==> config.mk <==
export PLATFORM = sky130hd
export DESIGN_NAME = pdm_modulator
export DESIGN_NICKNAME = d
export VERILOG_FILES = /design/src/rtl/pdm_modulator.sv
export SDC_FILE = /design/constraint.sdc
export NUM_CORES = 1
export LEC_CHECK = 0
export ABC_CLOCK_PERIOD_IN_PS = 12900
export CAP_MARGIN = 20
export CORE_AREA = 2 2 127 129
export DETAILED_ROUTE_END_ITERATION = 6
export DIE_AREA = 0 0 129 131
export PLACE_DENSITY = 0.75
export RECOVER_POWER = 50
export SYNTH_ARGS = -nofsm -noshare
export SYNTH_HDL_FRONTEND = slang
export SYNTH_SLANG_ARGS = --single-unit
==> constraint.sdc <==
create_clock -name clk -period 12.9 [get_ports clk]
set_clock_uncertainty 0.1 [all_clocks]
set_input_delay 2.58 -clock clk [delete_from_list [all_inputs] [get_ports clk]]
set_output_delay 2.58 -clock clk [all_outputs]
set_load 0.02 [all_outputs]
==> src/rtl/pdm_modulator.sv <==
`default_nettype none
// ============================================================================
//  Module   : pdm_modulator
//  Purpose  : Second-order delta-sigma modulator, signed PCM in, 1-bit PDM
//             out at OSR bits per sample, with a one-deep input holding reg.
//  Revision : 1.0  initial release
// ============================================================================
module pdm_modulator #(
    parameter int IN_W = 24,
    parameter int OSR  = 64
) (
    input  logic                   clk,
    input  logic                   reset,
    input  logic signed [IN_W-1:0] pcm_in,
    input  logic                   pcm_valid,
    output logic                   pcm_ready,
    output logic                   frame,
    output logic                   underrun,
    output logic                   dout
);

    localparam int PH_W = (OSR > 1) ? $clog2(OSR) : 1;
    localparam int I1_W = IN_W + 2;
    localparam int I2_W = IN_W + 4;

    localparam logic signed [IN_W-1:0] c_CLAMP_POS = {3'b011, {(IN_W-3){1'b0}}};
    localparam logic signed [IN_W-1:0] c_CLAMP_NEG = {3'b101, {(IN_W-3){1'b0}}};
    localparam logic [I1_W-1:0]        c_FB_POS    = {3'b001, {(IN_W-1){1'b0}}};
    localparam logic [I1_W-1:0]        c_FB_NEG    = {3'b111, {(IN_W-1){1'b0}}};
    localparam logic [I1_W-1:0]        c_I1_MAX    = {1'b0, {(I1_W-1){1'b1}}};
    localparam logic [I1_W-1:0]        c_I1_MIN    = {1'b1, {(I1_W-1){1'b0}}};
    localparam logic [I2_W-1:0]        c_I2_MAX    = {1'b0, {(I2_W-1){1'b1}}};
    localparam logic [I2_W-1:0]        c_I2_MIN    = {1'b1, {(I2_W-1){1'b0}}};

    logic [PH_W-1:0] r_phase;
    logic [IN_W-1:0] r_hold;
    logic            r_hold_full;
    logic [IN_W-1:0] r_x;
    logic [I1_W-1:0] r_i1;
    logic [I2_W-1:0] r_i2;
    logic            r_dout;
    logic            r_frame;
    logic            r_underrun;

    logic            w_accept;
    logic            w_bnd;
    logic [IN_W-1:0] w_clamped;
    logic [I1_W-1:0] w_fb;
    logic [I1_W:0]   w_s1;
    logic [I1_W-1:0] w_i1n;
    logic [I2_W:0]   w_s2;
    logic [I2_W-1:0] w_i2n;

    assign pcm_ready = reset && !r_hold_full;
    assign w_accept  = pcm_valid && pcm_ready;
    assign w_bnd     = (r_phase == PH_W'(OSR - 1));

    always_comb begin
        w_clamped = pcm_in;
        if (pcm_in > c_CLAMP_POS) begin
            w_clamped = c_CLAMP_POS;
        end else if (pcm_in < c_CLAMP_NEG) begin
            w_clamped = c_CLAMP_NEG;
        end
    end

    // One guard bit on each sum; differing top bits flag overflow for clamping.
    assign w_fb = r_dout ? c_FB_POS : c_FB_NEG;
    assign w_s1 = {r_i1[I1_W-1], r_i1} + {{3{r_x[IN_W-1]}}, r_x} - {w_fb[I1_W-1], w_fb};
    assign w_s2 = {r_i2[I2_W-1], r_i2} + {{3{w_i1n[I1_W-1]}}, w_i1n}
                - {{3{w_fb[I1_W-1]}}, w_fb};

    always_comb begin
        w_i1n = w_s1[I1_W-1:0];
        if (w_s1[I1_W] != w_s1[I1_W-1]) begin
            w_i1n = w_s1[I1_W] ? c_I1_MIN : c_I1_MAX;
        end
    end

    always_comb begin
        w_i2n = w_s2[I2_W-1:0];
        if (w_s2[I2_W] != w_s2[I2_W-1]) begin
            w_i2n = w_s2[I2_W] ? c_I2_MIN : c_I2_MAX;
        end
    end

    // Accept and frame load are mutually exclusive: one needs hold empty, the other full.
    always_ff @(posedge clk or negedge reset) begin
        if (!reset) begin
            r_phase     <= '0;
            r_hold      <= '0;
            r_hold_full <= 1'b0;
            r_x         <= '0;
            r_frame     <= 1'b0;
            r_underrun  <= 1'b0;
        end else begin
            r_phase <= r_phase + PH_W'(1);
            r_frame <= w_bnd;
            if (w_bnd) begin
                if (r_hold_full) begin
                    r_x         <= r_hold;
                    r_hold_full <= 1'b0;
                end else begin
                    r_underrun  <= 1'b1;
                end
            end
            if (w_accept) begin
                r_hold      <= w_clamped;
                r_hold_full <= 1'b1;
            end
        end
    end

    always_ff @(posedge clk or negedge reset) begin
        if (!reset) begin
            r_i1   <= '0;
            r_i2   <= '0;
            r_dout <= 1'b0;
        end else begin
            r_i1   <= w_i1n;
            r_i2   <= w_i2n;
            r_dout <= !w_i2n[I2_W-1];
        end
    end

    assign frame    = r_frame;
    assign underrun = r_underrun;
    assign dout     = r_dout;

endmodule
`default_nettype wire

# --- Yosys cells after proc, flatten, opt, wreduce, memory -nomap -nowiden ---
# Index checks and enable logic that the tools add are counted.
classes:
  eq_ne: 3
  div_mod_pow: 0
  shift: 0
  add_sub_neg: 5
  bitwise_logic: 1
  n_mul: 0
  n_reduce_logical: 7
  mux: 9
  n_lt_le_gt_ge: 2
ops:
  columns: ["op", "count"]
  rows:
  - ["2-to-1 mux 26 bit", 3]
  - ["2-to-1 mux 28 bit", 2]
  - ["2-to-1 mux 24 bit", 2]
  - ["adder 28 x 26 -> 29 bit", 1]
  - ["subtractor 29 bit", 1]
  - ["adder 26 x 24 -> 27 bit", 1]
  - ["subtractor 27 bit", 1]
  - ["> comparator 24 bit (second input constant)", 1]
  - ["< comparator 24 bit (second input constant)", 1]
  - ["adder 6 x 1 -> 6 bit (second input constant)", 1]
  - ["== test 6 bit (second input constant)", 1]
  - ["AND reduction 2 bit", 2]
  - ["logical AND 1 bit", 2]
  - ["zero test 1 bit", 2]
  - ["2-to-1 mux 1 bit", 2]
  - ["!= test 1 bit", 2]
  - ["nonzero test 2 bit", 1]
  - ["NOT 1 bit", 1]
word_totals:
  latchBits: 0
  mem_bits_ro: 0
  ram_bits: 0
  ff_bits: 112
  input_bits: 27
  memories: 0

# --- Depth between registers and ports, before layout ---
# Gate-level depths: netlist (run 1).
logic_depth:
  word_depth: 9
  ltp_mapped: 27
  mapped_depth_nobuf: 23

# --- Worst setup path after synthesis (run 1) ---
# OpenSTA, ideal clock, no wires.
synth_timing:
  path_type: "in2out"
  from: "input port reset"
  to: "output port pcm_ready"
  n_path_buf: 0
  t_arrival_ns: 2.938
  slack_ns: 7.282
  stages: 1
  path_cell_list: "nor2b_1"
synth_between:
  elab_chain_len: 1
synth_lines:
  columns: ["element", "line", "text"]
  rows:
  - ["start: declaration", "13", "input logic reset,"]
  - ["logical AND 1 bit", "54", "assign pcm_ready = reset && !r_hold_full;"]
  - ["end: declaration", "16", "output logic pcm_ready,"]
# No other way between the ends.

# --- Worst setup path in the final report (run 1) ---
# Ends and elaborated chain as after synthesis.

==> results.md, run 1 <==
- Critical path launch point type: input pin
- Worst path max stage delay: 1840 ps
- Critical Path RT: 10,220 ps
- Clock latency on the worst-skew pair: 360 ps
- Die Area: 16,900 um2
- Critical path peak fanout: 52
- Failing checks: max-capacitance violations, max-slew violations
- Number of I/O port buffers: 30
- Worst R2R End: r_i2[10]$_DFF_PN0_
- Post-synth net total: 1,034
- Total negative setup slack: 0 ps
- Core ar.: 15,600 um2
- TritonCTS buffer count: 9
- Residual DRC: 0
- Synth area leaders: dfrtp_1 (34%), ha_1 (15%), inv_1 (7.7%), a21oi_1 (3.4%), a21o_1 (3.2%)
- # fillers: 1,403
- Cells after synthesis: 899
- MaxCap Viol Count: 3
- First-pass GRT wire length: 28,800 um
- CTS sink count: 112
- Most frequent cells in the layout: inv_1 (170), dfrtp_1 (112), ha_1 (102), a21oi_1 (57), nand2_1 (42)
- Final count of hold timing violations: 0
- ANT nets after route: 0
- RR Startpoint: dout$_DFF_PN0_
- Routability cong.: 0.866
- YS warnings: 0
- Detail-routed via count per cell: 5.42
- Critical-path top delay cell: clkbuf_1
- Actual slew at the worst max-slew pin: 3400 ps
- WL final: 16,800 um
- Drt first pass iters: 4
- Post-synthesis sequential area ratio: 33.6%
- Final setup margin: 4840 ps
- Clock-pin slew on the worst setup and hold paths: 80 ps
- Number of setup buffers added after CTS: 0
- Post-synth EDFFs: 0
- Standard-cell rows: 46
- Largest net degree at the start of global routing: 63
- Leak: 4.64 nW
- Boundary Pins: 31
- Number of global-route vias before repair: 5,947
- Post-DP Area: 8740 um2
- Reg2Reg Setup Slack: 5580 ps
- CTS tree: built
- Total GRT Usage: 21.2%
- CP cell instances: clkbuf_1 -> nor2b_1 -> clkdlybuf4s50_1
- Max VDD drop: 0.0744 mV
- Status: finished, violations left
- H-Tree Depth: 3
- Hold Buf Count CTS: 0
- WS Path Type: input pin to output port
- Initial antenna violation count: 0
- Register bit total from synthesis: 112
- Final Cycle Share: 62.4%
- Relative slew slack: -127%
- DR WL/cell: 14.9 um
- CP endpoint: pcm_ready
- Post-CTS Resized: 0
- Final Critical Period: 8060 ps
- Layout cells sized above 1: 8.83%
- GRT Residual Overflow: 0
- Commonest non-fill, non-tap cell in the layout: inv_1
- Diodes inserted: 0
- CP endpoint kind: output port
- Design area: 9000 um2
- Class of the worst hold path: flip-flop to flip-flop
- RSZ-0062 raised after global routing: false
- HPWL after detailed placement: 12,600 um
- Nets: 1,047
- Initial DRC count: 272
- Synth Flop Type: dfrtp_1
- Vias post-DR: 6,138
- Area Growth Syn to Fin: 7.97%
- Die height: 131 um
- Clk Tree Root Cell: clkbuf_16
- Yosys cell types: 71
- Post-Syn Area: 8340 um2
- Mean post-synth cell area: 9.27 um2
- Max Transition Viols Final: 122
- Setup slack at placement: 6150 ps
- Async S/R FF share, synth: 100%
- Inst Count DP: 1,117
- Synth area leader: dfrtp_1
- Crit. Startpoint: reset
- Share of the synthesized area in the top cell type: 33.6%
- CTS max path bufs: 2
- WP data arrival: 5380 ps
- Final Non-Filler Cells: 1,133
- Pwr dens: 72.6 nW/um2
- Max Clock Freq: 124 MHz
- Reg2Reg Depth: 21
- Final Setup Violations: 0
- Die X-Extent: 129 um
- Initial Util: 53.4%
[how the worst min path moves through the flow]
stage	endpoint	depth (start not counted)	from
final	r_phase[5]$_DFF_PN0_	1	r_phase[5]$_DFF_PN0_
after global routing	r_phase[5]$_DFF_PN0_	1	r_phase[5]$_DFF_PN0_
after CTS	r_phase[5]$_DFF_PN0_	1	r_phase[5]$_DFF_PN0_
after detailed placement	r_phase[5]$_DFF_PN0_	1	r_phase[5]$_DFF_PN0_
after global placement	r_phase[4]$_DFF_PN0_	1	r_phase[4]$_DFF_PN0_
after floorplan	r_phase[4]$_DFF_PN0_	1	r_phase[4]$_DFF_PN0_
[metal layers]
metal / track usage (%) / vias to the layer above / wire [um]
li1: - / 3093 / -
met5: 0 / - / 0
met2: 34.3 / 106 / 7600
met3: 3.34 / 15 / 618
met4: 5.31 / 0 / 200
met1: 30.0 / 2924 / 8420
[registers in the layout, summed over array words and instances (netlist names)]
name and cells:
r_hold_full 1, dout 1, frame 1, r_i1 26, r_i2 28, underrun 1
r_phase 6, r_hold 24, r_x 24
[logic make-up after synthesis]
group / share of synthesized area (%)
flip-flops: 33.6
AO/OA/AOI/OAI: 20.7
XOR/XNOR: 5.94
buffers and inverters: 9.97
adder cells (fa/ha/maj): 17.1
AND/OR/NAND/NOR: 9.34
multiplexers: 3.36
[cells in the mapped netlist, drive strengths merged (2+ instances only)]
cell,instances
a21oi,67
maj3,3
o211ai,3
o21ai,55
o21a,11
a211o,2
or3,2
xnor2,26
a221oi,2
o31a,2
nand4,4
nor2b,7
and4,6
mux2,24
nand3,16
a31oi,13
a22o,22
and2,2
a211oi,9
a41oi,2
o21bai,3
a21boi,2
nor2,28
nand2b,8
buf,17
and3,9
nor4,5
dfrtp,112
nor3,12
ha,102
xor2,28
o31ai,6
o2111ai,2
or2,3
inv,170
clkbuf,14
a2111oi,3
nand2,43
a21o,36
fa,6
[worst max-delay path, delay by kind of cell]
family	cells	cell delay (ps)
buffers and inverters	2	2460
AND/OR/NAND/NOR	1	300
[metrics by stage]
stage / hold WS (ps) / utilization [%] / total power [mW]
after floorplan: 338 / - / 0.365
after global placement: 358 / 56.0 / 0.383
after detailed placement: 362 / 56.0 / 0.384
after CTS: 380 / 57.9 / 0.661
after global routing: 408 / 57.7 / 0.676
final: 371 / 57.7 / 0.653
[power breakdown]
part | internal, mW | leakage (nW) | switching (mW)
combinational | 0.00941 | 3.00 | 0.0113
clock | 0.136 | 0.141 | 0.141
sequential | 0.353 | 1.50 | 0.00167
total | 0.499 | 4.64 | 0.154
[area by class of cell]
class,count,area (um2),area share [%]
multi-input cells,586,4690,52.1
well taps,216,270,3.00
flip-flops and latches,112,2800,31.1
inverters,170,638,7.09
clock buffers,10,229,2.54
repair buffers,33,313,3.48
clock inverters,6,57.6,0.640
Power figures use the tool's default switching activity.
==> inputs of run 2 (changes only) <==
- ABC_CLOCK_PERIOD_IN_PS: 12900 -> 8300
- clock period: 12.9 -> 8.3 ns (I/O delays scaled with it)
==> run 2 against run 1 <==
Against the previous run:
- the flow still finishes with violations (max-capacitance violations, max-slew violations)
- sequential share of layout area decreased by 0.19 points
- combinational power increased by 57%
- clock power grew 56%
- global-route usage is 0.65 points higher
- count of clock-buffer cells in the layout shrank 1
- via count increased by 1.4%
- sequential power rose by 55%
- first-iteration DRC count up 31%
- non-clock buffer count rose by 1
- critical endpoint is now r_i2[6]$_DFF_PN0_
- highest routed layer unchanged
==> results.md, run 2 (synthesis gave the netlist of run 1 again) <==
- Status: finished, violations left (unchanged)
- Failing checks: max-capacitance violations, max-slew violations (unchanged)
- CTS max path bufs: 2 (unchanged)
- Final hold slack: 372 ps (was 371 ps)
- Max layer used: met4 (unchanged)
- Initial Util: 53.4% (unchanged)
- Initial antenna violation count: 0 (unchanged)
- Total GRT Usage: 21.8% (was 21.2%)
- Hold depth: 1 (unchanged)
- Final Critical Period: 6830 ps
- Top reg by flops: r_i2 (unchanged)
- Diodes inserted: 0 (unchanged)
- Reg2Reg Setup Slack: 1470 ps (was 5580 ps)
- Total negative setup slack: 0 ps (unchanged)
- Routability cong.: 0.892 (was 0.866)
- Top flop regs: r_i2: 28 flops, r_i1: 26 flops (unchanged)
- H-Tree Depth: 3 (unchanged)
- Die X-Extent: 129 um (unchanged)
- Final Cycle Share: 82.3%
- Area Growth Syn to Fin: 8.65% (was 7.97%)
- Nets: 1,048 (was 1,047)
- Max Transition Viols Final: 116 (was 122)
- Leak: 4.67 nW (was 4.64 nW)
- Commonest non-fill, non-tap cell in the layout: inv_1 (unchanged)
- Relative slew slack: -107% (was -127%)
- M1 WL: 8340 um (was 8420 um)
- Setup slack at placement: 1470 ps (was 6150 ps)
- Number of global-route vias before repair: 6,019 (was 5,947)
- HPWL after detailed placement: 13,000 um (was 12,600 um)
- WL final: 17,300 um (was 16,800 um)
- Boundary Pins: 31 (unchanged)
- Largest net degree at the start of global routing: 59 (was 63)
- Post-CTS Resized: 0 (unchanged)
- Design area: 9060 um2 (was 9000 um2)
- Initial DRC count: 357 (was 272)
- Max VDD drop: 0.104 mV (was 0.0744 mV)
- MaxCap Viol Count: 2 (was 3)
- Critical path launch point type: flip-flop (was input pin)
- TritonCTS buffer count: 9 (unchanged)
- Critical Path RT: 8470 ps (was 10,220 ps)
- Max Clock Freq: 146 MHz
- Die height: 131 um (unchanged)
- CP endpoint kind: flip-flop (was output port)
- Residual DRC: 0 (unchanged)
- Final setup margin: 1470 ps (was 4840 ps)
- Max reg flops: 28 (unchanged)
- CTS tree: built (unchanged)
- Most frequent cells in the layout: inv_1 (170), dfrtp_1 (112), ha_1 (102), a21oi_1 (57), nand2_1 (42) (unchanged)
- Met3 wire length: 774 um (was 618 um)
- Worst R2R End: r_i2[6]$_DFF_PN0_ (was r_i2[10]$_DFF_PN0_)
- Core ar.: 15,600 um2 (unchanged)
- Layout cells sized above 1: 9.26% (was 8.83%)
- Number of I/O port buffers: 30 (unchanged)
- RSZ-0062 raised after global routing: false (unchanged)
- Final Setup Violations: 0 (unchanged)
- WS Path Type: flip-flop to flip-flop (was input pin to output port)
- Vias post-DR: 6,225 (was 6,138)
- DR WL/cell: 15.2 um (was 14.9 um)
- Number of setup buffers added after CTS: 0 (unchanged)
- Pwr dens: 112 nW/um2 (was 72.6 nW/um2)
- Clock-pin slew on the worst setup and hold paths: 80 ps (about the same)
- Die Area: 16,900 um2 (unchanged)
- Post-DP Area: 8770 um2 (was 8740 um2)
- Drt first pass iters: 5 (was 4)
- Reg2Reg Depth: 20 (was 21)
- GRT Residual Overflow: 0 (unchanged)
- Standard-cell rows: 46 (unchanged)
- Detail-routed via count per cell: 5.49 (was 5.42)
- Clock latency on the worst-skew pair: 360 ps (about the same)
- First-pass GRT wire length: 29,300 um (was 28,800 um)
- CTS sink count: 112 (unchanged)
- Hold Path Origin: r_phase[5]$_DFF_PN0_ (unchanged)
- Metal2 WL: 7840 um (was 7600 um)
- ANT nets after route: 0 (unchanged)
- RR Startpoint: dout$_DFF_PN0_ (unchanged)
- Class of the worst hold path: flip-flop to flip-flop (unchanged)
- WP data arrival: 7000 ps (was 5380 ps)
- Clk Tree Root Cell: clkbuf_16 (unchanged)
- Hold endpoint: r_phase[5]$_DFF_PN0_ (unchanged)
- Final count of hold timing violations: 0 (unchanged)
- Critical path peak fanout: 43 (was 52)
- Hold Buf Count CTS: 0 (unchanged)
- Actual slew at the worst max-slew pin: 3100 ps (was 3400 ps)
[run 2: how the worst max path moves through the flow]
stage / slack (ps) / endpoint / start / depth (start not counted)
after floorplan: 2760 / r_i2[23]$_DFF_PN0_ / dout$_DFF_PN0_ / 24
after global placement: 1580 / r_i2[9]$_DFF_PN0_ / dout$_DFF_PN0_ / 21
after global routing: 800 / r_i2[23]$_DFF_PN0_ / reset / 2
after detailed placement: 1470 / r_i2[2]$_DFF_PN0_ / dout$_DFF_PN0_ / 20
final: 1470 / r_i2[6]$_DFF_PN0_ / dout$_DFF_PN0_ / 20
after CTS: 1420 / r_i2[6]$_DFF_PN0_ / dout$_DFF_PN0_ / 20
[run 2: power breakdown]
part / switching, mW / internal, mW / leakage, nW
clock: 0.220 / 0.213 / 0.146
sequential: 0.00279 / 0.549 / 1.50
combinational: 0.0178 / 0.0146 / 3.02
[run 2: worst max-delay path, stage by stage, from the launching register on]
cell       delay (ps)
dfrtp_1           570
inv_1             120
fa_1              550
inv_1              40
ha_1              340
a21o_1            180
a21oi_1           280
mux2i_1           320
o311ai_4          200
o21ai_4           890
a21oi_1           150
ha_1              330
inv_1              40
ha_1              360
a2111oi_1         650
a211oi_2          160
nor2_2            200
a21oi_2           100
xnor2_2           380
nand2_2           500
a21oi_1           290
[run 2: through the flow]
stage          cells  util (%)  power (mW)
2_1_floorplan    899         -       0.567
3_3_place_gp    1117      56.0       0.596
3_5_place_dp    1118      56.2       0.596
4_1_cts         1134      58.1        1.03
5_1_grt         1134      58.1        1.06
6_report        1134      58.1        1.02
[run 2: area by class of cell]
class / instances / area (um2)
Inverter: 170 / 638
Tap cell: 216 / 270
Clock buffer: 9 / 225
Fill cell: 1379 / 6540
Clock inverter: 7 / 72.6
Sequential cell: 112 / 2800
Timing Repair Buffer: 34 / 340
Multi-Input combinational cell: 586 / 4710
[run 2: per-layer routing]
layer | global-route usage, % | vias up
li1 | - | 3098
met1 | 30.1 | 2966
met2 | 35.5 | 137
met3 | 3.75 | 24
met4 | 6.59 | 0
met5 | 0 | -
